## config.mk

```make
export PLATFORM = sky130hd
export DESIGN_NAME = syncgen
export DESIGN_NICKNAME = d
export VERILOG_FILES = /design/src/rtl/syncgen.sv
export SDC_FILE = /design/constraint.sdc
export NUM_CORES = 1
export LEC_CHECK = 0
export ABC_AREA = 1
export BUFFER_PORTS_ARGS = -buffer_cell sky130_fd_sc_hd__buf_2
export CAP_MARGIN = 10
export CORE_AREA = 2 2 85 87
export DETAILED_ROUTE_END_ITERATION = 16
export DIE_AREA = 0 0 87 89
export SLEW_MARGIN = 20
export SYNTH_ARGS = -nofsm -noshare
export SYNTH_HDL_FRONTEND = slang
export SYNTH_SLANG_ARGS = --single-unit
```

## constraint.sdc

```tcl
create_clock -name clk -period 2.9 [get_ports clk]
set_clock_uncertainty 0.15 [all_clocks]
set_input_delay 0.58 -clock clk [delete_from_list [all_inputs] [get_ports clk]]
set_output_delay 0.58 -clock clk [all_outputs]
set_load 0.02 [all_outputs]
```

## src/rtl/syncgen.sv

```systemverilog
// syncgen: sync/veto pattern generator for the downstream clock state machine.
// Sequence: LEAD pulse, then N phase pairs (LOW, HOLD x stretch, TURN), then IDLE.
// Optional macro SYNCGEN_MODEL_EN compiles in a shadow of the downstream
// clock state machine driving sync_ref/phase_ref; otherwise those are tied to 0.
module syncgen #(
    parameter int CNT_W = 16
) (
    input  logic             clk,
    input  logic             reset,
    input  logic             start,
    input  logic             stop,
    input  logic [CNT_W-1:0] count,
    input  logic [3:0]       stretch,
    output logic             syncout,
    output logic             vetoout,
    output logic             busy,
    output logic             done,
    output logic [CNT_W-1:0] pairs,
    output logic             sync_ref,
    output logic             phase_ref
);

    typedef enum logic [2:0] {
        S_IDLE,
        S_LEAD,
        S_LOW,
        S_HOLD,
        S_TURN
    } state_t;

    state_t           r_state;
    logic [CNT_W-1:0] r_count;
    logic [3:0]       r_stretch;
    logic [3:0]       r_hcnt;
    logic             r_done;
    logic [CNT_W-1:0] r_pairs;

    logic [CNT_W:0]   w_pairs_nx;
    logic             w_cont;

    // Compare one bit wider so pairs+1 cannot wrap against a large count.
    assign w_pairs_nx = {1'b0, r_pairs} + {{CNT_W{1'b0}}, 1'b1};
    assign w_cont     = !stop && ((r_count == '0) || (w_pairs_nx < {1'b0, r_count}));

    // Sequencer state, latched parameters, hold counter, pair counter and done pulse.
    always_ff @(posedge clk or posedge reset) begin
        if (reset) begin
            r_state   <= S_IDLE;
            r_count   <= '0;
            r_stretch <= '0;
            r_hcnt    <= '0;
            r_done    <= 1'b0;
            r_pairs   <= '0;
        end else begin
            r_done <= 1'b0;
            case (r_state)
                S_IDLE: begin
                    if (start) begin
                        r_count   <= count;
                        r_stretch <= stretch;
                        r_pairs   <= '0;
                        r_state   <= S_LEAD;
                    end
                end
                S_LEAD: r_state <= S_LOW;
                S_LOW: begin
                    if (r_stretch != '0) begin
                        r_hcnt  <= r_stretch;
                        r_state <= S_HOLD;
                    end else begin
                        r_state <= S_TURN;
                    end
                end
                S_HOLD: begin
                    if (r_hcnt == 4'd1) begin
                        r_state <= S_TURN;
                    end else begin
                        r_hcnt <= r_hcnt - 4'd1;
                    end
                end
                S_TURN: begin
                    r_pairs <= w_pairs_nx[CNT_W-1:0];
                    if (w_cont) begin
                        r_state <= S_LOW;
                    end else begin
                        r_done  <= 1'b1;
                        r_state <= S_IDLE;
                    end
                end
                default: r_state <= S_IDLE;
            endcase
        end
    end

    // Output decode from the state register; TURN drives sync only when continuing.
    always_comb begin
        syncout = 1'b0;
        vetoout = 1'b0;
        busy    = (r_state != S_IDLE);
        case (r_state)
            S_LEAD:  syncout = 1'b1;
            S_HOLD:  vetoout = 1'b1;
            S_TURN:  syncout = w_cont;
            default: ;
        endcase
    end

    assign done  = r_done;
    assign pairs = r_pairs;

`ifdef SYNCGEN_MODEL_EN
    typedef enum logic [1:0] {
        P0,
        P1,
        P2,
        P3
    } mstate_t;

    mstate_t r_mst;

    // Shadow of the downstream clock state machine, fed by syncout/vetoout.
    always_ff @(posedge clk or posedge reset) begin
        if (reset) begin
            r_mst <= P0;
        end else begin
            case (r_mst)
                P0: if (syncout) r_mst <= P1;
                P1: r_mst <= syncout ? P2 : P3;
                P2: if (!syncout) r_mst <= P3;
                P3: if (!vetoout) r_mst <= syncout ? P1 : P0;
                default: r_mst <= P0;
            endcase
        end
    end

    assign sync_ref  = (r_mst == P1);
    assign phase_ref = (r_mst == P2) || (r_mst == P3);
`else
    assign sync_ref  = 1'b0;
    assign phase_ref = 1'b0;
`endif

endmodule

```

# [After elaboration in Yosys (flattened, before gate mapping)]
# Cells that the tools add are included.
[totals] reg_bits=44 word_cells=45
[op_classes] order_cmp=1 n_addsub=2 eq_ne=9 mux=14 reduce_logical=13
[ops] operator="16-bit one-hot mux with 2 select lines" count=1
[ops] operator="16-bit by 1-bit adder with 17-bit output (second input constant)" count=1
[ops] operator="17-bit by 16-bit < comparator with 1-bit output" count=1
[ops] operator="16-bit logical NOT" count=1
[ops] operator="16-bit two-way mux" count=1
[ops] operator="3-bit one-hot mux with 5 select lines" count=1
[ops] operator="3-bit two-way mux" count=3
[ops] operator="4-bit two-way mux" count=2
[ops] operator="2-bit != test (second input constant)" count=4
[ops] operator="4-bit one-hot mux with 2 select lines" count=1
[ops] operator="3-bit by 2-bit equality test with 1-bit output (second input constant)" count=2
[ops] operator="2-bit AND reduction" count=3
[ops] operator="4-bit by 1-bit equality test with 1-bit output (second input constant)" count=1
[ops] operator="2-bit nonzero test" count=2
[ops] operator="4-bit nonzero test" count=1
[ops] operator="4-bit by 1-bit subtractor with 4-bit output (second input constant)" count=1
[ops] operator="3-bit by 1-bit equality test with 1-bit output (second input constant)" count=1
[ops] operator="3-bit equality test (second input constant)" count=1
[ops] operator="3-bit logical NOT" count=1
[ops] operator="1-bit two-way mux" count=3
[ops] operator="3-bit AND reduction" count=1
[ops] operator="3-bit nonzero test" count=1
[ops] operator="2-bit two-way mux" count=1
[ops] operator="1-bit one-hot mux with 2 select lines" count=1
[ops] operator="3 further kinds" count=3

# [Depth between registers and ports, before layout]
# Gate-level depths: netlist of the first run.
[logic_depth] ltp_word=6 depth_mapped=20 ltp_nobuf=20

# [Least setup slack after synthesis of the first run]
# No wires, ideal clock.
[synth_timing] kind="flip-flop to output port" start="register r_pairs[0] (netlist: pairs[0])" end="output syncout" t_arrival_ns=2.419 stages_incl_launch_ff=18 slack_ns=-0.249 n_path_buf=0 path_cell_list="dfrtp_1 -> ha_1 -> nand2_1 -> nor2_2 -> nand2_2 -> nor3_4 -> nand2_2 -> xor2_1 -> ha_1 -> nand2_1 -> nand2_1 -> a21oi_1 -> o21ai_0 -> nor2_1 -> nand2_1 -> nand2_1 -> nand3_1 -> nand2_1"
[synth_via] elab_chain_cells=5
[synth_rtl] item="start, declared" line_no="36" source="logic [CNT_W-1:0] r_pairs;"
[synth_rtl] item="start signal, assigned" line_no="82" source="r_pairs <= w_pairs_nx[CNT_W-1:0];"
[synth_rtl] item="16-bit by 1-bit adder with 17-bit output" line_no="42" source="assign w_pairs_nx = {1'b0, r_pairs} + {{CNT_W{1'b0}}, 1'b1};"
[synth_rtl] item="17-bit by 16-bit < comparator with 1-bit output" line_no="43" source="assign w_cont = !stop && ((r_count == '0) || (w_pairs_nx < {1'b0, r_count}));"
[synth_rtl] item="1-bit logical OR" line_no="43"
[synth_rtl] item="1-bit logical AND" line_no="43"
[synth_rtl] item="1-bit one-hot mux with 2 select lines" line_no="100" source="case (r_state)"
[synth_rtl] item="end, declared" line_no="14" source="output logic syncout,"
# Every way passes these cells.

# [Final worst setup path of the first run]
# Same ends and word-level chain as after synthesis.

==> qor.yml, run 1 <==
layout:
  stdcell_area_um2: 3410
  fillers: 664
  fin_nets: 454
  syn_to_final_growth_pct: 27.2
  stdcell_count: 493
  antennaDiodeCount: 0
  drive_gt1_share_pct: 30.8
timing:
  worst_pin_slew_ns: 0.632
  hold_violations: 0
  rsz0062_at_grt: "true"
  worst_slack_ns: -0.544
  period_share_pct: 119
  fmax_ghz: 0.290
  finalSetupViolations: 1
  period_needed_ns: 3.44
  fin_tns_setup_ns: -0.544
  slew_headroom_pct: 57.7
  maxSlewViolCount: 0
critical_path:
  cp_max_fo: 3
  path_cells: "ha_4, nand2_4, nor2_4, nand2_4, nor3_4, nand2_2, xor2_2, ha_1, nand2_1, nand2_1, a21oi_2, o21ai_1, nor2_1, nand2_1, nand2_2, nand3_2, nand2_2, buf_6"
  worstPathArrival_ns: 2.71
  required_ns: 2.17
  critical_path_class: "flip-flop to primary output"
  cp-start-kind: "flip-flop"
  cp_top_family: "simple AND/OR/NAND/NOR gates"
  critical_path.slowest_cell: "dfrtp_2"
  critPathBufInv: 1
  end_kind: "primary output"
  critical-path-max-stage-delay_ns: 0.39
floorplanning:
  dieArea_um2: 7740
  initial_core_util_pct: 39.9
  die_w_um: 87
  core_area_um2: 6720
  chipHeight_um: 89
  placementRows: 30
  pin_count: 46
yosys:
  synth_seq_cells: 44
  synthCells: 333
  synthDistinctLibCells: 35
  synth_top_cell_area_share_pct: 41.1
  synth_ff_type: "dfrtp_1"
  synth-async-reset-ratio_pct: 100
  syn_area_per_cell_um2: 8.04
  yosysSeqAreaShare_pct: 41.1
  netlist_top_cells_count: "57 x nand2_1, 56 x inv_1, 44 x dfrtp_1"
  ys_warn_count: 0
  synth-edff-count: 0
  synth_top_cell_by_area: "dfrtp_1"
  yosys-top-cells-area: "dfrtp_1 41%, ha_1 8.4%, nand2_1 8.0%"
  synth_most_common_cell: "nand2_1"
  syn_area_um2: 2680
run:
  maxCapViolations: 0
placement:
  dp_cells: 480
  port_buffers: 43
  dpl.hpwl_um: 4780
  place_ws_ns: -0.264
  place_congestion: 0.821
  placed_cell_area_um2: 3190
pwr:
  irDropWorstVdd_mv: 0.365
  power.density_nw_per_um2: 717
  finalPower_mw: 2.44
  power_leakage_nw: 1.86
run_status:
  violations: "negative setup slack"
  status: "finished, violations left"
routing:
  routed_wl_um: 6240
  antenna_left: 0
  post_drt_wl_per_cell_um: 12.7
  drt_iter0_drc: 91
  drc: 0
  routed_via_density: 4.79
  drt_first_pass_iters: 4
  dr_total_vias: 2361
global_routing:
  antenna_found_initial: 0
  grt_max_degree: 45
  grt_pass1_vias: 2317
  grt_pass1_wl_um: 10500
  grt_usage_pct: 17.5
  grt-ovfl-total: 0
clock_network:
  cts_inserted_buffers: 5
  clk_pin_slew_ns: 0.09
  insertion_delay_ns: 0.31
  cts_tree: "done"
  cts_hold_buf: 0
  htreeDepth: 2
  root_buffer: "clkbuf_8"
  clock_sinks: 44
  clockBufferDepth: 2
worst_hold_path:
  hold_class: "primary input to async pin"
-- where the power goes --
part	internal, mW	total [mW]	switching [mW]
sequential	0.816	0.943	0.127
clock	0.255	0.478	0.223
combinational	0.381	1.02	0.642
total	1.45	2.44	0.991
-- worst paths after layout --
path                                             start                      to  slack, ns  cells after the start
worst max-delay path              pairs[0]$_DFFE_PP0P_                 syncout      -0.54                     18
worst min-delay path                             reset  r_count[6]$_DFFE_PP0P_       0.24                      3
worst max register to register    pairs[0]$_DFFE_PP0P_  r_state[1]$_DFFE_PP0P_       0.18                     19
worst min register to register  r_count[3]$_DFFE_PP0P_  r_count[3]$_DFFE_PP0P_       0.39                      2
max in group asynchronous                        reset    pairs[1]$_DFFE_PP0P_       1.93                      3
min in group clk                              count[0]  r_count[0]$_DFFE_PP0P_       0.34                      2
-- cells in the final DEF, fill, tap and decap left out, types with 3 or more instances in the layout --
| cell | netlist | layout |
|---|---|---|
| a21oi_1 | 25 | 24 |
| buf_2 | 4 | 42 |
| buf_4 | 2 | 33 |
| clkbuf_8 | 0 | 5 |
| dfrtp_1 | 44 | 42 |
| ha_1 | 18 | 17 |
| inv_1 | 56 | 55 |
| inv_2 | 4 | 4 |
| nand2_1 | 57 | 54 |
| nand2_2 | 7 | 8 |
| nand3_1 | 13 | 12 |
| nand4_1 | 5 | 5 |
| nor2_1 | 36 | 36 |
| nor2_2 | 4 | 3 |
| nor2_4 | 2 | 3 |
| nor3_1 | 3 | 3 |
| nor3_4 | 2 | 3 |
| o21ai_0 | 12 | 11 |
| o21ai_1 | 4 | 5 |
| o21ai_2 | 4 | 4 |
| o22ai_1 | 5 | 5 |
| xor2_1 | 7 | 5 |
| xor2_2 | 1 | 3 |
-- kinds of logic (layout without fill, tap and decap cells) --
family	after synthesis	count (layout)	synth area share, %
and+or+nand+nor	137	137	24.5
buffers and inverters	66	145	9.71
AOI/OAI and AO/OA	56	56	12.0
DFF	44	44	41.1
adders and majority gates	18	18	8.41
xor gates and xnor gates	8	8	2.90
muxes	3	3	1.26
other	1	2	0.140
-- per-stage QoR --
step	hold WS [ns]	util, %
after floorplan	0.337	-
after global placement	0.373	47.4
after detailed placement	0.378	47.4
after CTS	0.274	49.4
after global routing	0.311	50.7
final	0.239	50.7
-- area by class of cell --
cell class | count | area, um2 | share of cell area [%]
Sequential cell | 44 | 1100 | 32.4
Multi-Input combinational cell | 224 | 1390 | 40.7
Clock inverter | 3 | 42.5 | 1.25
Clock buffer | 5 | 68.8 | 2.02
Tap cell | 80 | 100 | 2.94
Inverter | 60 | 225 | 6.61
Timing Repair Buffer | 77 | 480 | 14.1
-- registers in the layout, summed over array words and instances, names as in the netlist --
signal	flops
r_state	3
pairs	16
r_count	16
done	1
r_stretch	4
r_hcnt	4
-- tightest hold or removal path, delay by kind of cell --
family	cells	cell delay, ns
buf+inv	3	0.58
-- per-layer routing --
layer	wire, um	global-route usage, %	up-vias	share of wire, %
met2	2940	29.3	45	47
met1	2980	22.9	1087	48
met5	0	0	-	0
met3	238	3.88	7	3.8
li1	-	-	1222	-
met4	82	5.26	0	1.3
-- repair_timing --
item	4_1_cts	5_1_grt
pin swaps	0	14
endpoints found under the setup margin	1	2
endpoints found under the hold margin	0	0
gates resized for setup	4	12
buffers inserted	0	5
Power figures use the tool's default switching activity.
==> inputs of run 2 (changes only) <==
Settings changed: CORE_AREA 2 2 85 87 to 2 2 76 78, DIE_AREA 0 0 87 89 to 0 0 78 80, PLACE_DENSITY from default to 0.75.
==> qor.yml, run 2 (synthesis results as in run 1) <==
floorplanning:
  placementRows: 27  # -10%
  initial_core_util_pct: 49.6  # +9.7 points
  die_w_um: 78  # -10%
  dieArea_um2: 6240  # -19%
  core_area_um2: 5410  # -20%
  chipHeight_um: 80  # -10%
  pin_count: 46  # unchanged
timing:
  hold_ws_ns: 0.148  # -0.0909 ns
  period_needed_ns: 3.40  # -0.0474 ns
  period_share_pct: 117  # -1.6 points
  hold_violations: 0  # unchanged
  slew_headroom_pct: 57.0  # -0.75 points
  maxSlewViolCount: 0  # unchanged
  rsz0062_at_grt: "true"
  worst_slack_ns: -0.496  # +0.0474 ns
  fmax_ghz: 0.294  # +1.4%
  finalSetupViolations: 1  # unchanged
  worst_pin_slew_ns: 0.643  # +0.0113 ns
  fin_tns_setup_ns: -0.496  # +0.0474 ns
layout:
  antennaDiodeCount: 0  # unchanged
  fin_nets: 446  # -1.8%
  fin_util_pct: 60.7  # +10 points
  mostFrequentLayoutCells: "55 x inv_1, 55 x nand2_1, 42 x dfrtp_1, 42 x buf_2, 36 x nor2_1"
  stdcell_area_um2: 3280  # -3.7%
  syn_to_final_growth_pct: 22.5
  fillers: 505  # -24%
  stdcell_count: 477  # -3.2%
  drive_gt1_share_pct: 28.9  # -1.9 points
routing:
  dr_total_vias: 2357  # -0.17%
  post_drt_wl_per_cell_um: 12.6  # -0.80%
  routed_wl_um: 5990  # -4.0%
  antenna_left: 0  # unchanged
  drc: 0  # unchanged
  drt_first_pass_iters: 4  # unchanged
  routed_via_density: 4.94  # +3.2%
  drt_iter0_drc: 130  # +43%
placement:
  dpl.hpwl_um: 4640  # -2.8%
  place_ws_ns: -0.253  # +0.0113 ns
  place_congestion: 0.851  # +3.7%
  placed_cell_area_um2: 3150  # -0.98%
  port_buffers: 43  # unchanged
  dp_cells: 469  # -2.3%
global_routing:
  grt-ovfl-total: 0  # unchanged
  grt_max_degree: 38  # -16%
  grt_pass1_vias: 2332  # +0.65%
  grt_usage_pct: 20.8  # +3.3 points
  grt_pass1_wl_um: 10300  # -2.2%
  antenna_found_initial: 0  # unchanged
critical_path:
  cp_top_family: "simple AND/OR/NAND/NOR gates"
  cp-start-kind: "flip-flop"
  r2r_setup_slack_ns: 0.32  # +0.14 ns
  path_cells: "ha_1, nand2_1, nor2_2, nand2_2, nor3_4, nand2_2, xor2_2, ha_1, nand2_1, nand2_1, a21oi_1, o21ai_0, nor2_1, nand2_1, nand2_2, nand3_2, nand2_2, buf_6"
  critical_path.slowest_cell: "dfrtp_2"
  worstPathArrival_ns: 2.67  # -0.04 ns
  cp_max_fo: 3  # unchanged
  required_ns: 2.17  # about the same
  rr_worst_depth: 18  # -1
  end_kind: "primary output"
  reg2reg_from: "pairs[0]$_DFFE_PP0P_"
  r2r_end: "r_state[1]$_DFFE_PP0P_"
  critical_path_class: "flip-flop to primary output"
  critPathBufInv: 1  # unchanged
  critical-path-max-stage-delay_ns: 0.37  # -0.02 ns
run_status:
  violations: "negative setup slack"
  status: "finished, violations left"
pwr:
  power.density_nw_per_um2: 722  # +0.61%
  irDropWorstVdd_mv: 0.474  # +30%
  finalPower_mw: 2.37  # -3.1%
  power_leakage_nw: 1.77  # -5.0%
clock_network:
  cts_setup_buffers: 0  # unchanged
  cts_inserted_buffers: 5  # unchanged
  clk_pin_slew_ns: 0.09  # about the same
  clockBufferDepth: 2  # unchanged
  insertion_delay_ns: 0.30  # about the same
  root_buffer: "clkbuf_8"
  cts_tree: "done"
  clock_sinks: 44  # unchanged
  htreeDepth: 2  # unchanged
worst_hold_path:
  hold_class: "primary input to async pin"
run:
  maxCapViolations: 0  # unchanged
## run 2: area by class of cell
class	instances	area, um2	share of cell area [%]
Multi-Input combinational cell	224	1350	41.0
Inverter	60	226	6.90
Clock inverter	2	15.0	0.458
Tap cell	72	90.1	2.75
Clock buffer	6	82.6	2.52
Sequential cell	44	1100	33.6
Timing Repair Buffer	69	417	12.7
## run 2: what timing repair did
| item | CTS | global route |
|---|---|---|
| endpoints found under the setup margin | 1 | 1 |
| hold buffers | 0 | 0 |
| gates resized for setup | 4 | 2 |
## run 2: power by group
part / internal [mW] / leakage, nW / switching (mW) / total, mW
clock: 0.193 / 0.0434 / 0.220 / 0.413
combinational: 0.371 / 1.19 / 0.647 / 1.02
sequential: 0.816 / 0.533 / 0.121 / 0.937
## run 2: per-layer routing
layer  GRT usage, %  up-vias  routed length [um]
met4           6.49        0                  63
met2           36.6       50                2970
li1               -     1198                   -
met3           3.96        8                 256
met5              0        -                   0
met1           26.0     1101                2700
## run 2: worst max-delay path by stage
stage	startpoint	to	slack (ns)	depth (start not counted)
after CTS	pairs[0]$_DFFE_PP0P_	syncout	-0.52	18
after floorplan	pairs[0]$_DFFE_PP0P_	syncout	-0.13	17
final	pairs[0]$_DFFE_PP0P_	syncout	-0.50	18
after global placement	pairs[0]$_DFFE_PP0P_	syncout	-0.19	18
after detailed placement	pairs[0]$_DFFE_PP0P_	syncout	-0.25	16
after global routing	pairs[0]$_DFFE_PP0P_	syncout	-0.72	18
==> inputs of run 3 (changes only) <==
Settings changed: CELL_PAD_IN_SITES_DETAIL_PLACEMENT from default to 0, CELL_PAD_IN_SITES_GLOBAL_PLACEMENT from default to 1, CORE_AREA 2 2 76 78 to 2 2 81 83, DIE_AREA 0 0 78 80 to 0 0 83 85, PLACE_DENSITY 0.75 to default, PLACE_DENSITY_LB_ADDON from default to 0.1.
Clock period 2.9 ns to 4.2 ns, I/O delays scaled along.
==> qor.yml, run 3 (synthesis results as in run 1) <==
placement:
  dpl.hpwl_um: 4520  # -2.7%
  place_congestion: 0.795  # -6.7%
  placed_cell_area_um2: 2970  # -6.0%
  dp_cells: 449  # -4.3%
  port_buffers: 43  # unchanged
layout:
  fin_nets: 425  # -4.7%
  stdcell_count: 461  # -3.4%
  fillers: 652  # +29%
  mostFrequentLayoutCells: "57 x nand2_1, 55 x inv_1, 43 x dfrtp_1, 43 x buf_2, 36 x nor2_1"
  fin_util_pct: 50.2  # -10 points
  final_common_cell: "nand2_1"
  syn_to_final_growth_pct: 16.3
  stdcell_area_um2: 3120  # -5.0%
  antennaDiodeCount: 0  # unchanged
  drive_gt1_share_pct: 23.4  # -5.5 points
global_routing:
  use_met3_pct: 3.60  # -0.36 points
  antenna_found_initial: 0  # unchanged
  use_met2_pct: 31.2  # -5.4 points
  use_met1_pct: 24.1  # -1.9 points
  grt-ovfl-total: 0  # unchanged
  grt_max_degree: 45  # +18%
  grt_pass1_wl_um: 10500  # +2.3%
  grt_usage_pct: 18.4  # -2.4 points
  grt_pass1_vias: 2264  # -2.9%
  busiest_layer: "met2"
critical_path:
  rr_worst_depth: 17  # -1
  critical-path-max-stage-delay_ns: 0.41  # +0.04 ns
  cp_max_fo: 5  # +2
  critical_path_class: "flip-flop to primary output"
  critical_path.slowest_cell: "dfrtp_1"
  required_ns: 3.21  # +1.04 ns
  r2r_end: "r_state[1]$_DFFE_PP0P_"
  crit_top_cell: "nand2_1"
  r2r_setup_slack_ns: 1.57  # +1.25 ns
  reg2reg_from: "pairs[1]$_DFFE_PP0P_"
  cp_top_family: "simple AND/OR/NAND/NOR gates"
  startpoint: "pairs[1]$_DFFE_PP0P_"
  worstPathArrival_ns: 2.88  # +0.21 ns
  critPathBufInv: 1  # unchanged
  endpoint: "syncout"
  path_cells: "ha_1, nand2_1, nor2_2, nand2_2, nor3_4, nand2_2, xor2_2, ha_1, nand2_1, nand2_1, a21oi_1, o21ai_0, nor2_1, nand2_1, nand2_1, nand3_1, nand2_1, buf_2"
  end_kind: "primary output"
  cp-start-kind: "flip-flop"
  critical_path_depth: 18  # unchanged
clock_network:
  root_buffer: "clkbuf_8"
  clockBufferDepth: 2  # unchanged
  cts_hold_buf: 0  # unchanged
  insertion_delay_ns: 0.30  # about the same
  clk_pin_slew_ns: 0.09  # about the same
  cts_inserted_buffers: 5  # unchanged
  clock_sinks: 44  # unchanged
  cts_tree: "done"
  htreeDepth: 2  # unchanged
run_status:
  status: "finished clean"
timing:
  worst_pin_slew_ns: 0.660  # +0.0163 ns
  maxSlewViolCount: 0  # unchanged
  slew_headroom_pct: 55.9  # -1.1 points
  hold_violations: 0  # unchanged
  finalSetupViolations: 0  # -1
  hold_ws_ns: 0.397  # +0.249 ns
  fmax_ghz: 0.258
  period_share_pct: 92.2
  period_needed_ns: 3.87
routing:
  drt_first_pass_iters: 4  # unchanged
  dr_total_vias: 2254  # -4.4%
  drt_iter0_drc: 73  # -44%
  post_drt_wl_per_cell_um: 12.9  # +3.0%
  routed_wl_um: 5960  # -0.48%
  antenna_left: 0  # unchanged
  drc: 0  # unchanged
  routed_via_density: 4.89  # -1.1%
pwr:
  power.density_nw_per_um2: 529  # -27%
  irDropWorstVdd_mv: 0.301  # -37%
  power_leakage_nw: 1.67  # -5.5%
  finalPower_mw: 1.65  # -30%
floorplanning:
  placementRows: 29  # +7.4%
  initial_core_util_pct: 43.2  # -6.4 points
  core_area_um2: 6200  # +15%
  die_w_um: 83  # +6.4%
  dieArea_um2: 7060  # +13%
  chipHeight_um: 85  # +6.3%
  pin_count: 46  # unchanged
run:
  maxCapViolations: 0  # unchanged
worst_hold_path:
  hold_depth: 2
  hold_class: "flip-flop to flip-flop"
==> run 3: timing repair <==
action,in CTS,in global routing
resized for setup,0,2
endpoints found under the setup margin,0,1
setup buffers,0,4
==> run 3: where the power goes <==
part,switching (mW),leakage (nW),internal (mW)
Sequential,0.0934,0.535,0.562
Combinational,0.423,1.08,0.235
Clock,0.158,0.0541,0.176
==> run 3: how the worst min path moves through the flow <==
stage | startpoint | endpoint | slack (ns)
2_1_floorplan | r_count[0]$_DFFE_PP0P_ | r_count[0]$_DFFE_PP0P_ | 0.34
3_3_place_gp | r_count[6]$_DFFE_PP0P_ | r_count[6]$_DFFE_PP0P_ | 0.37
3_5_place_dp | r_count[1]$_DFFE_PP0P_ | r_count[1]$_DFFE_PP0P_ | 0.39
4_1_cts | r_count[1]$_DFFE_PP0P_ | r_count[1]$_DFFE_PP0P_ | 0.40
5_1_grt | r_stretch[1]$_DFFE_PP0P_ | r_stretch[1]$_DFFE_PP0P_ | 0.43
6_report | r_count[1]$_DFFE_PP0P_ | r_count[1]$_DFFE_PP0P_ | 0.40
==> run 3: tightest hold or removal path: cells and delay by family, from the launching register on <==
| kind | cells | cell delay [ns] |
|---|---|---|
| AO/OA/AOI/OAI | 1 | 0.06 |
| buffers and inverters | 1 | 0.07 |
| flip-flops | 1 | 0.38 |
==> run 3: final cells by class <==
class / instances / area [um2] / share of cell area, %
Clock buffer: 5 / 68.8 / 2.21
Clock inverter: 3 / 42.5 / 1.36
Inverter: 60 / 225 / 7.23
Multi-Input combinational cell: 224 / 1330 / 42.6
Sequential cell: 44 / 1100 / 35.4
Tap cell: 77 / 96.3 / 3.09
Timing Repair Buffer: 48 / 253 / 8.11
==> run 3: stage by stage <==
| stage | setup TNS [ns] | setup WS, ns |
|---|---|---|
| 2_1_floorplan | 0 | 0.791 |
| 3_3_place_gp | 0 | 0.710 |
| 3_5_place_dp | 0 | 0.632 |
| 4_1_cts | 0 | 0.280 |
| 5_1_grt | -0.0290 | -0.0290 |
| 6_report | 0 | 0.328 |
==> run 3: layer usage <==
layer	share of wire [%]	wire length (um)
met3	2.9	170
met5	0	0
met1	47	2830
met4	1.0	60
met2	49	2910
